File: config.mk
export PLATFORM = sky130hd
export DESIGN_NAME = fifo_writer_skid_flat
export DESIGN_NICKNAME = d
export VERILOG_FILES = /design/src/rtl/fifo_stream_pkg.sv /design/src/rtl/fifo_writer_skid_if.sv /design/src/rtl/stream_skid_buf.sv /design/src/rtl/fifo_writer_skid.sv /design/src/flat_wrapper.sv
export SDC_FILE = /design/constraint.sdc
export NUM_CORES = 1
export LEC_CHECK = 0
export CORE_UTILIZATION = 40
export CTS_CLUSTER_DIAMETER = 30
export CTS_CLUSTER_SIZE = 14
export DETAILED_ROUTE_END_ITERATION = 8
export HOLD_SLACK_MARGIN = 0.15
export PLACE_DENSITY = 0.6
export SLEW_MARGIN = 20
export SYNTH_ARGS = -nofsm -noshare
export SYNTH_HDL_FRONTEND = slang
export SYNTH_SLANG_ARGS = --single-unit
File: constraint.sdc
create_clock -name clk -period 10.5 [get_ports clk]
set_clock_uncertainty 0.15 [all_clocks]
set_input_delay 1.05 -clock clk [delete_from_list [all_inputs] [get_ports clk]]
set_output_delay 1.05 -clock clk [all_outputs]
set_load 0.03 [all_outputs]
File: src/rtl/fifo_stream_pkg.sv
// Shared definitions for the FIFO writer/reader stream skid blocks:
// occupancy state enum, default word width and a pointer-width helper.
package fifo_stream_pkg;

  localparam int DEF_WIDTH = 32;

  typedef enum logic [1:0] {
    EMPTY   = 2'd0,
    PARTIAL = 2'd1,
    FULL    = 2'd2
  } skid_state_e;

  // Bits needed to index n distinct values, never less than one.
  function automatic int bits_for(input int n);
    return (n > 2) ? $clog2(n) : 1;
  endfunction

endpackage

File: src/rtl/fifo_writer_skid_if.sv
// Producer stream and downstream FIFO write handshake for fifo_writer_skid.
interface fifo_writer_skid_if import fifo_stream_pkg::*; #(
  parameter int WIDTH = DEF_WIDTH
);

  logic [WIDTH-1:0] in_stream_data;
  logic             in_stream_valid;
  logic             ou_stream_ready;
  logic [WIDTH-1:0] ou_fifo_data;
  logic             ou_fifo_wren;
  logic             in_fifo_full;

  modport slave (
    input  in_stream_data, in_stream_valid, in_fifo_full,
    output ou_stream_ready, ou_fifo_data, ou_fifo_wren
  );

  modport master (
    output in_stream_data, in_stream_valid, in_fifo_full,
    input  ou_stream_ready, ou_fifo_data, ou_fifo_wren
  );

endinterface

File: src/rtl/stream_skid_buf.sv
// Circular word store for the writer skid: push at wr_ptr, oldest word
// always visible at rdata, pointers wrap NUM_BUFFS-1 -> 0.
module stream_skid_buf import fifo_stream_pkg::*; #(
  parameter int WIDTH     = DEF_WIDTH,
  parameter int NUM_BUFFS = 3
) (
  input  logic             clk,
  input  logic             rst,
  input  logic             push,
  input  logic             pop,
  input  logic [WIDTH-1:0] wdata,
  output logic [WIDTH-1:0] rdata
);

  localparam int PTR_W = bits_for(NUM_BUFFS);
  localparam logic [PTR_W-1:0] LAST_PTR = PTR_W'(NUM_BUFFS - 1);

  logic [WIDTH-1:0] mem [NUM_BUFFS];
  logic [PTR_W-1:0] wr_ptr;
  logic [PTR_W-1:0] rd_ptr;

  function automatic logic [PTR_W-1:0] wrap_inc(input logic [PTR_W-1:0] p);
    return (p == LAST_PTR) ? '0 : p + 1'b1;
  endfunction

  always_ff @(posedge clk) begin
    if (rst) begin
      wr_ptr <= '0;
      rd_ptr <= '0;
    end else begin
      if (push) wr_ptr <= wrap_inc(wr_ptr);
      if (pop)  rd_ptr <= wrap_inc(rd_ptr);
    end
  end

  // Storage is deliberately left out of reset; pointers alone define validity.
  always_ff @(posedge clk) begin
    if (push) mem[wr_ptr] <= wdata;
  end

  assign rdata = mem[rd_ptr];

endmodule

File: src/rtl/fifo_writer_skid.sv
// Stream-to-FIFO writer with a NUM_BUFFS-deep skid buffer and zero-latency pass-through.
// Optional FIFO_WRITER_WORDCNT_EN adds ou_word_count, a free-running count of FIFO writes.
//
// state   | meaning
// EMPTY   | count = 0, words pass straight through when the FIFO has room
// PARTIAL | 0 < count < NUM_BUFFS, oldest buffered word goes out first
// FULL    | count = NUM_BUFFS, producer is held off
module fifo_writer_skid import fifo_stream_pkg::*; #(
  parameter int WIDTH     = DEF_WIDTH,
  parameter int NUM_BUFFS = 3
) (
  input  logic clk,
  input  logic rst,
  fifo_writer_skid_if.slave bus
`ifdef FIFO_WRITER_WORDCNT_EN
  ,
  output logic [31:0] ou_word_count
`endif
);

  localparam int CNT_W = bits_for(NUM_BUFFS + 1);
  localparam logic [CNT_W-1:0] CNT_MAX = CNT_W'(NUM_BUFFS);

  skid_state_e      state_q, state_d;
  logic [CNT_W-1:0] count_q, count_d;
  logic             buffered;
  logic             ready;
  logic             accept;
  logic             wren;
  logic             push;
  logic             pop;
  logic [WIDTH-1:0] head;

  // Ready comes from the registered state only, never from in_fifo_full.
  assign buffered = (state_q != EMPTY);
  assign ready    = (state_q != FULL);
  assign accept   = bus.in_stream_valid & ready;
  assign wren     = !rst & !bus.in_fifo_full & (buffered | accept);
  assign pop      = wren & buffered;
  assign push     = accept & (buffered | bus.in_fifo_full);

  assign bus.ou_stream_ready = ready;
  assign bus.ou_fifo_wren    = wren;
  assign bus.ou_fifo_data    = buffered ? head : bus.in_stream_data;

  stream_skid_buf #(
    .WIDTH     (WIDTH),
    .NUM_BUFFS (NUM_BUFFS)
  ) u_buf (
    .clk   (clk),
    .rst   (rst),
    .push  (push),
    .pop   (pop),
    .wdata (bus.in_stream_data),
    .rdata (head)
  );

  always_ff @(posedge clk) begin
    if (rst) begin
      state_q <= EMPTY;
      count_q <= '0;
    end else begin
      state_q <= state_d;
      count_q <= count_d;
    end
  end

  always_comb begin
    count_d = count_q;
    state_d = state_q;
    case ({push, pop})
      2'b10:   count_d = count_q + 1'b1;
      2'b01:   count_d = count_q - 1'b1;
      default: count_d = count_q;
    endcase
    case (state_q)
      EMPTY: begin
        if (push) state_d = (count_d == CNT_MAX) ? FULL : PARTIAL;
      end
      PARTIAL: begin
        if (count_d == '0)          state_d = EMPTY;
        else if (count_d == CNT_MAX) state_d = FULL;
      end
      FULL: begin
        if (pop) state_d = (count_d == '0) ? EMPTY : PARTIAL;
      end
      default: state_d = EMPTY;
    endcase
  end

`ifdef FIFO_WRITER_WORDCNT_EN
  logic [31:0] word_cnt_q;

  always_ff @(posedge clk) begin
    if (rst)       word_cnt_q <= '0;
    else if (wren) word_cnt_q <= word_cnt_q + 32'd1;
  end

  assign ou_word_count = word_cnt_q;
`endif

endmodule
File: src/flat_wrapper.sv
// flat-port wrapper written by rule: the top's interface ports become plain ports
module fifo_writer_skid_flat import fifo_stream_pkg::*;
#(
  parameter int WIDTH     = DEF_WIDTH,
  parameter int NUM_BUFFS = 3
)
  (clk, rst, bus_in_stream_data, bus_in_stream_valid, bus_in_fifo_full, bus_ou_stream_ready, bus_ou_fifo_data, bus_ou_fifo_wren);
  fifo_writer_skid_if #(.WIDTH(WIDTH)) bus_i ();
  input  logic clk;
  input  logic rst;
  input wire logic [$bits(bus_i.in_stream_data)-1:0] bus_in_stream_data;
  input wire logic [$bits(bus_i.in_stream_valid)-1:0] bus_in_stream_valid;
  input wire logic [$bits(bus_i.in_fifo_full)-1:0] bus_in_fifo_full;
  output wire logic [$bits(bus_i.ou_stream_ready)-1:0] bus_ou_stream_ready;
  output wire logic [$bits(bus_i.ou_fifo_data)-1:0] bus_ou_fifo_data;
  output wire logic [$bits(bus_i.ou_fifo_wren)-1:0] bus_ou_fifo_wren;
  assign bus_i.in_stream_data = bus_in_stream_data;
  assign bus_i.in_stream_valid = bus_in_stream_valid;
  assign bus_i.in_fifo_full = bus_in_fifo_full;
  assign bus_ou_stream_ready = bus_i.ou_stream_ready;
  assign bus_ou_fifo_data = bus_i.ou_fifo_data;
  assign bus_ou_fifo_wren = bus_i.ou_fifo_wren;
  fifo_writer_skid #(.WIDTH(WIDTH), .NUM_BUFFS(NUM_BUFFS)) u_core (.clk(clk), .rst(rst), .bus(bus_i));
endmodule
After elaboration in Yosys (flattened, before gate mapping)
Memory sizes are Yosys's and may differ from the RTL's. A register that Yosys moved wholly into a read port is not among the register bits.
Index checks and enable logic that the tools add are counted.
{"block": "totals", "ramBits": 96, "out_inout_bits": 34, "word_cells": 48, "n_memories": 1, "in_bits": 36, "reg_bits": 8}
{"name": "u_core.u_buf.mem", "words": 3, "width": 32, "rd": 1, "rd_ports_with_merged_regs": 1, "write_ports": 1, "line_no": "stream_skid_buf.sv:18", "text": "logic [WIDTH-1:0] mem [NUM_BUFFS];"}
{"block": "op_classes", "addsub": 4, "bitwise": 7, "n_reduce_logical": 6, "n_eq_ne": 11, "muxes": 15}
{"operator": "two-way mux 32 bit", "n": 1}
{"operator": "two-way mux 2 bit", "n": 9}
{"operator": "== test 2 bit (second input constant)", "n": 5}
{"operator": "adder 2 x 1 -> 2 bit (second input constant)", "n": 3}
{"operator": "one-hot mux 2 bit (3 select lines)", "n": 1}
{"operator": "bitwise AND 1 bit", "n": 5}
{"operator": "== test 2 x 1 -> 1 bit (second input constant)", "n": 2}
{"operator": "zero test 2 bit", "n": 2}
{"operator": "!= test 2 x 1 -> 1 bit (second input constant)", "n": 2}
{"operator": "one-hot mux 2 bit (2 select lines)", "n": 1}
{"operator": "two-way mux 1 bit", "n": 3}
{"operator": "!= test 3 x 1 -> 1 bit (second input constant)", "n": 1}
{"operator": "AND reduction 3 bit", "n": 1}
{"operator": "zero test 1 bit", "n": 2}
{"operator": "!= test 2 bit (second input constant)", "n": 1}
{"operator": "OR 1 bit", "n": 2}
{"operator": "nonzero test 2 bit", "n": 1}
{"operator": "subtractor 2 x 1 -> 2 bit (second input constant)", "n": 1}

Longest topological paths before layout
{"block": "logic_depth", "word_depth": 11, "ltp_mapped": 10, "ltp_nobuf": 7}

Modules after synthesis
Synthesis repeated with hierarchy kept, for this count alone.
{"block": "unflattened", "hier_cells": 300, "hier_area_um2": 4535.6}
{"module": "stream_skid_buf", "seq_area_each_um2": 3002.9, "cells_per_inst": 223, "area_each_um2": 3809.9, "n_inst": 1}
{"module": "fifo_writer_skid", "seq_area_each_um2": 80.1, "cells_per_inst": 77, "area_each_um2": 725.7, "n_inst": 1}

Worst setup path after synthesis
OpenSTA, ideal clock, no wires.
{"block": "synth_timing", "kind": "in2reg", "startpoint": "in bus_in_fifo_full", "endpoint": "mem u_core.u_buf.mem[1][0] (netlist name) (enable)", "path_stages": 3, "path_buffers": 0, "arrival_ps": 3709, "setup_ps": 470, "setup_slack_ps": 6171, "required_time_ps": 9880, "path_cell_list": "nor2b_2 o21ai_2 nor3b_1"}
{"block": "synth_between", "elab_chain_cells": 4}
{"item": "from (decl)", "line_no": "flat_wrapper.sv:13", "text": "input wire logic [$bits(bus_i.in_fifo_full)-1:0] bus_in_fifo_full;"}
{"item": "OR 1 bit", "line_no": "fifo_writer_skid.sv:40", "text": "assign push = accept & (buffered | bus.in_fifo_full);"}
{"item": "bitwise AND 1 bit", "line_no": "fifo_writer_skid.sv:40"}
{"item": "two-way mux 1 bit", "line_no": "stream_skid_buf.sv:38", "text": "if (push) mem[wr_ptr] <= wdata;"}
{"item": "two-way mux 1 bit (implied by the code)", "line_no": "stream_skid_buf.sv:38"}
{"item": "to (decl)", "line_no": "stream_skid_buf.sv:18"}
Every way passes these cells.

==> results.py <==
metrics = {
    "logic_synthesis": {
        "synthSimpleGateAreaFrac": 0.0884,
        "synth_ff_type": "edfxtp_1",
        "synthesis.area_um2": 4420,
        "synth_xor_area_frac": 0.00793,
        "synth_compound_area_frac": 0.0988,
        "ys_types": 36,
        "synth_edf_count": 96,
        "syn-mean-instance-area_um2": 13.1,
        "ys_ff_latch": 106,
        "synthMuxAreaShare": 0.0725,
        "synth_nets": 375,
        "async_reset_ff_frac": 0,
        "synth_top_family_by_area": "compound AO/OA/AOI/OAI gates",
        "ys_warn_count": 0,
        "synthCells": 338,
        "ys_seq_area_frac": 0.698,
        "synth-adder-area-share": 0.00283,
    },
    "clocking": {
        "cts_buffers": 9,
        "h-tree-depth": 3,
        "path_clk_slew_ps": 90,
        "cts_root_buf": "clkbuf_8",
        "cts_setup_buffers": 0,
        "clkSinkCount": 106,
        "clock_path_buffers": 2,
        "cts_tree": "built",
        "clock_latency_ps": 350,
        "cts_resized": 0,
        "cts_hold_buf": 0,
    },
    "power": {
        "power.total_uw": 862,
        "power.leakage_nw": 1.79,
        "power.density_nw_per_um2": 160,
        "ir_worst_vdd_uv": 59.3,
    },
    "place": {
        "routabilityCongestion": 0.679,
        "portBuffers": 69,
        "dp_hpwl_um": 4710,
        "postPlaceCellArea_um2": 5200,
    },
    "setup_path": {
        "reg2reg_depth": 7,
        "r2r-start": "u_core.state_q[0]",
        "r2r_slack_ps": 8010,
        "path_max_fanout": 32,
        "arrival_ps": 2660,
        "crit_type": "register to output port",
        "startpoint_type": "register",
        "end_kind": "output port",
        "r2r_end": "u_core.state_q[1]",
        "critPathRequiredTime_ps": 9300,
    },
    "sta": {
        "period_needed_ps": 3860,
        "setup_viol_count_final": 0,
        "fmax_mhz": 259,
        "maxSlewViolCount": 0,
        "rsz0062_at_grt": "false",
        "fin_crit_sh": 0.368,
        "max-slew-margin-rel": 0.298,
        "fin_hold_ws_ps": 351,
        "final_hold_viol_count": 0,
        "fin_setup_tns_ps": 0,
        "worst_pin_slew_ps": 1050,
    },
    "floorplan": {
        "initial_utilization": 0.409,
        "die_y_um": 107,
        "die_area_um2": 11500,
        "std_cell_rows": 38,
        "die_w_um": 107,
        "ios": 70,
        "core_um2": 10800,
    },
    "cells_and_area": {
        "final_area_um2": 5380,
        "layout_common_cells": "96 x edfxtp_1, 69 x clkdlybuf4s50_1, 37 x a21oi_1",
        "final_common_cell": "edfxtp_1",
        "fin_nets": 436,
        "syn_to_final_growth_pct": 21.8,
        "drive_above_1_share": 0.0718,
        "n_antenna_cell": 0,
        "utilization": 0.498,
    },
    "grt": {
        "grt.total_usage": 0.149,
        "grt_pass1_wl_um": 13000,
        "grt_max_degree": 71,
        "grt_pass1_vias": 2602,
        "grt_overflow": 0,
        "antenna_found_initial": 0,
    },
    "worst_hold_path": {
        "min_from": "u_core.u_buf.wr_ptr[0]",
        "min_path_type": "register to register",
        "min_to": "u_core.u_buf.wr_ptr[0]",
        "hold_depth": 2,
    },
    "detailed_routing": {
        "num_vias": 2707,
        "wl_um": 7920,
        "avgViaCountPerCell": 4.98,
        "drcViolationCount": 0,
        "firstDrtPassIters": 6,
        "drtIter0Drc": 108,
        "wire_per_inst_um": 14.6,
        "drt.antenna.violating_nets": 0,
    },
    "flow_run": {
        "drv_cap": 0,
    },
    "run_status": {
        "outcome": "completed",
    },
}
[through the flow]
stage                     cells  setup slack, ps
final                       544             6640
after global routing        544             6340
after CTS                   544             6540
after detailed placement    528             6710
after global placement      528             6700
after floorplan             338             6170
[cell families after synthesis]
group / Yosys count
compound gates: 82
simple gates: 88
flops: 106
mux: 32
buf+inv: 25
xor+xnor: 4
fa+ha+maj: 1
[sequential cells by signal, summed over array words and instances (netlist names), named ones only]
register / count
u_core.count_q: 2
u_core.state_q: 2
u_core.u_buf.rd_ptr: 2
u_core.u_buf.wr_ptr: 2
u_core.u_buf.mem: 96
[worst max-delay path by stage]
stage / from / to / slack [ps] / depth (start not counted)
final: register / bus_ou_fifo_data[8] / 6640 / 5
after global routing: register / bus_ou_fifo_data[8] / 6340 / 5
after CTS: register / bus_ou_fifo_data[8] / 6540 / 5
after detailed placement: rst / bus_ou_fifo_wren / 6710 / 3
after global placement: rst / bus_ou_fifo_wren / 6700 / 3
after floorplan: bus_in_fifo_full / u_core.u_buf.mem[1][0] / 6170 / 3
[critical path: stages, from the launching register on]
cell and delay (ps):
dfxtp_2 1030, mux2i_1 170, nor2_1 120, a21oi_1 50, o21ai_0 210, clkdlybuf4s50_1 710
[cell usage after synthesis (all sizes together) (2+ instances only)]
master | instances | share of area
nand2 | 33 | 0.028
nor2b | 2 | 0.0034
xnor2 | 3 | 0.0059
a21oi | 37 | 0.042
nand3b | 2 | 0.0034
nor3 | 3 | 0.0034
dfxtp | 10 | 0.045
buf | 15 | 0.023
clkbuf | 9 | 0.0076
nor2 | 36 | 0.031
or3 | 2 | 0.0028
mux2i | 32 | 0.073
nand3 | 2 | 0.0023
edfxtp | 96 | 0.65
o21ai | 37 | 0.043
a31oi | 3 | 0.0042
nor3b | 3 | 0.0051
[report_power, final]
group	internal, mW	switching [mW]	total, mW
registers	0.476	0.0110	0.487
clock network	0.0884	0.138	0.226
logic	0.0634	0.0843	0.148
[cell type report]
class | count | area (um^2)
fill | 977 | 5410
inverter | 1 | 3.75
clock buffer | 9 | 124
sequential | 106 | 3090
multi-input combinational | 207 | 1210
clock inverter | 7 | 53.8
timing repair buffer | 74 | 728
tap | 140 | 175
[metal layers]
metal / track usage / up-vias / part of all wire
met3: 0.0267 / 8 / 0.033
met2: 0.254 / 59 / 0.50
li1: - / 1357 / -
met1: 0.188 / 1283 / 0.46
met5: 0 / - / 0
met4: 0.0587 / 0 / 0.011
No activity file was read; power rests on OpenSTA's default activity.
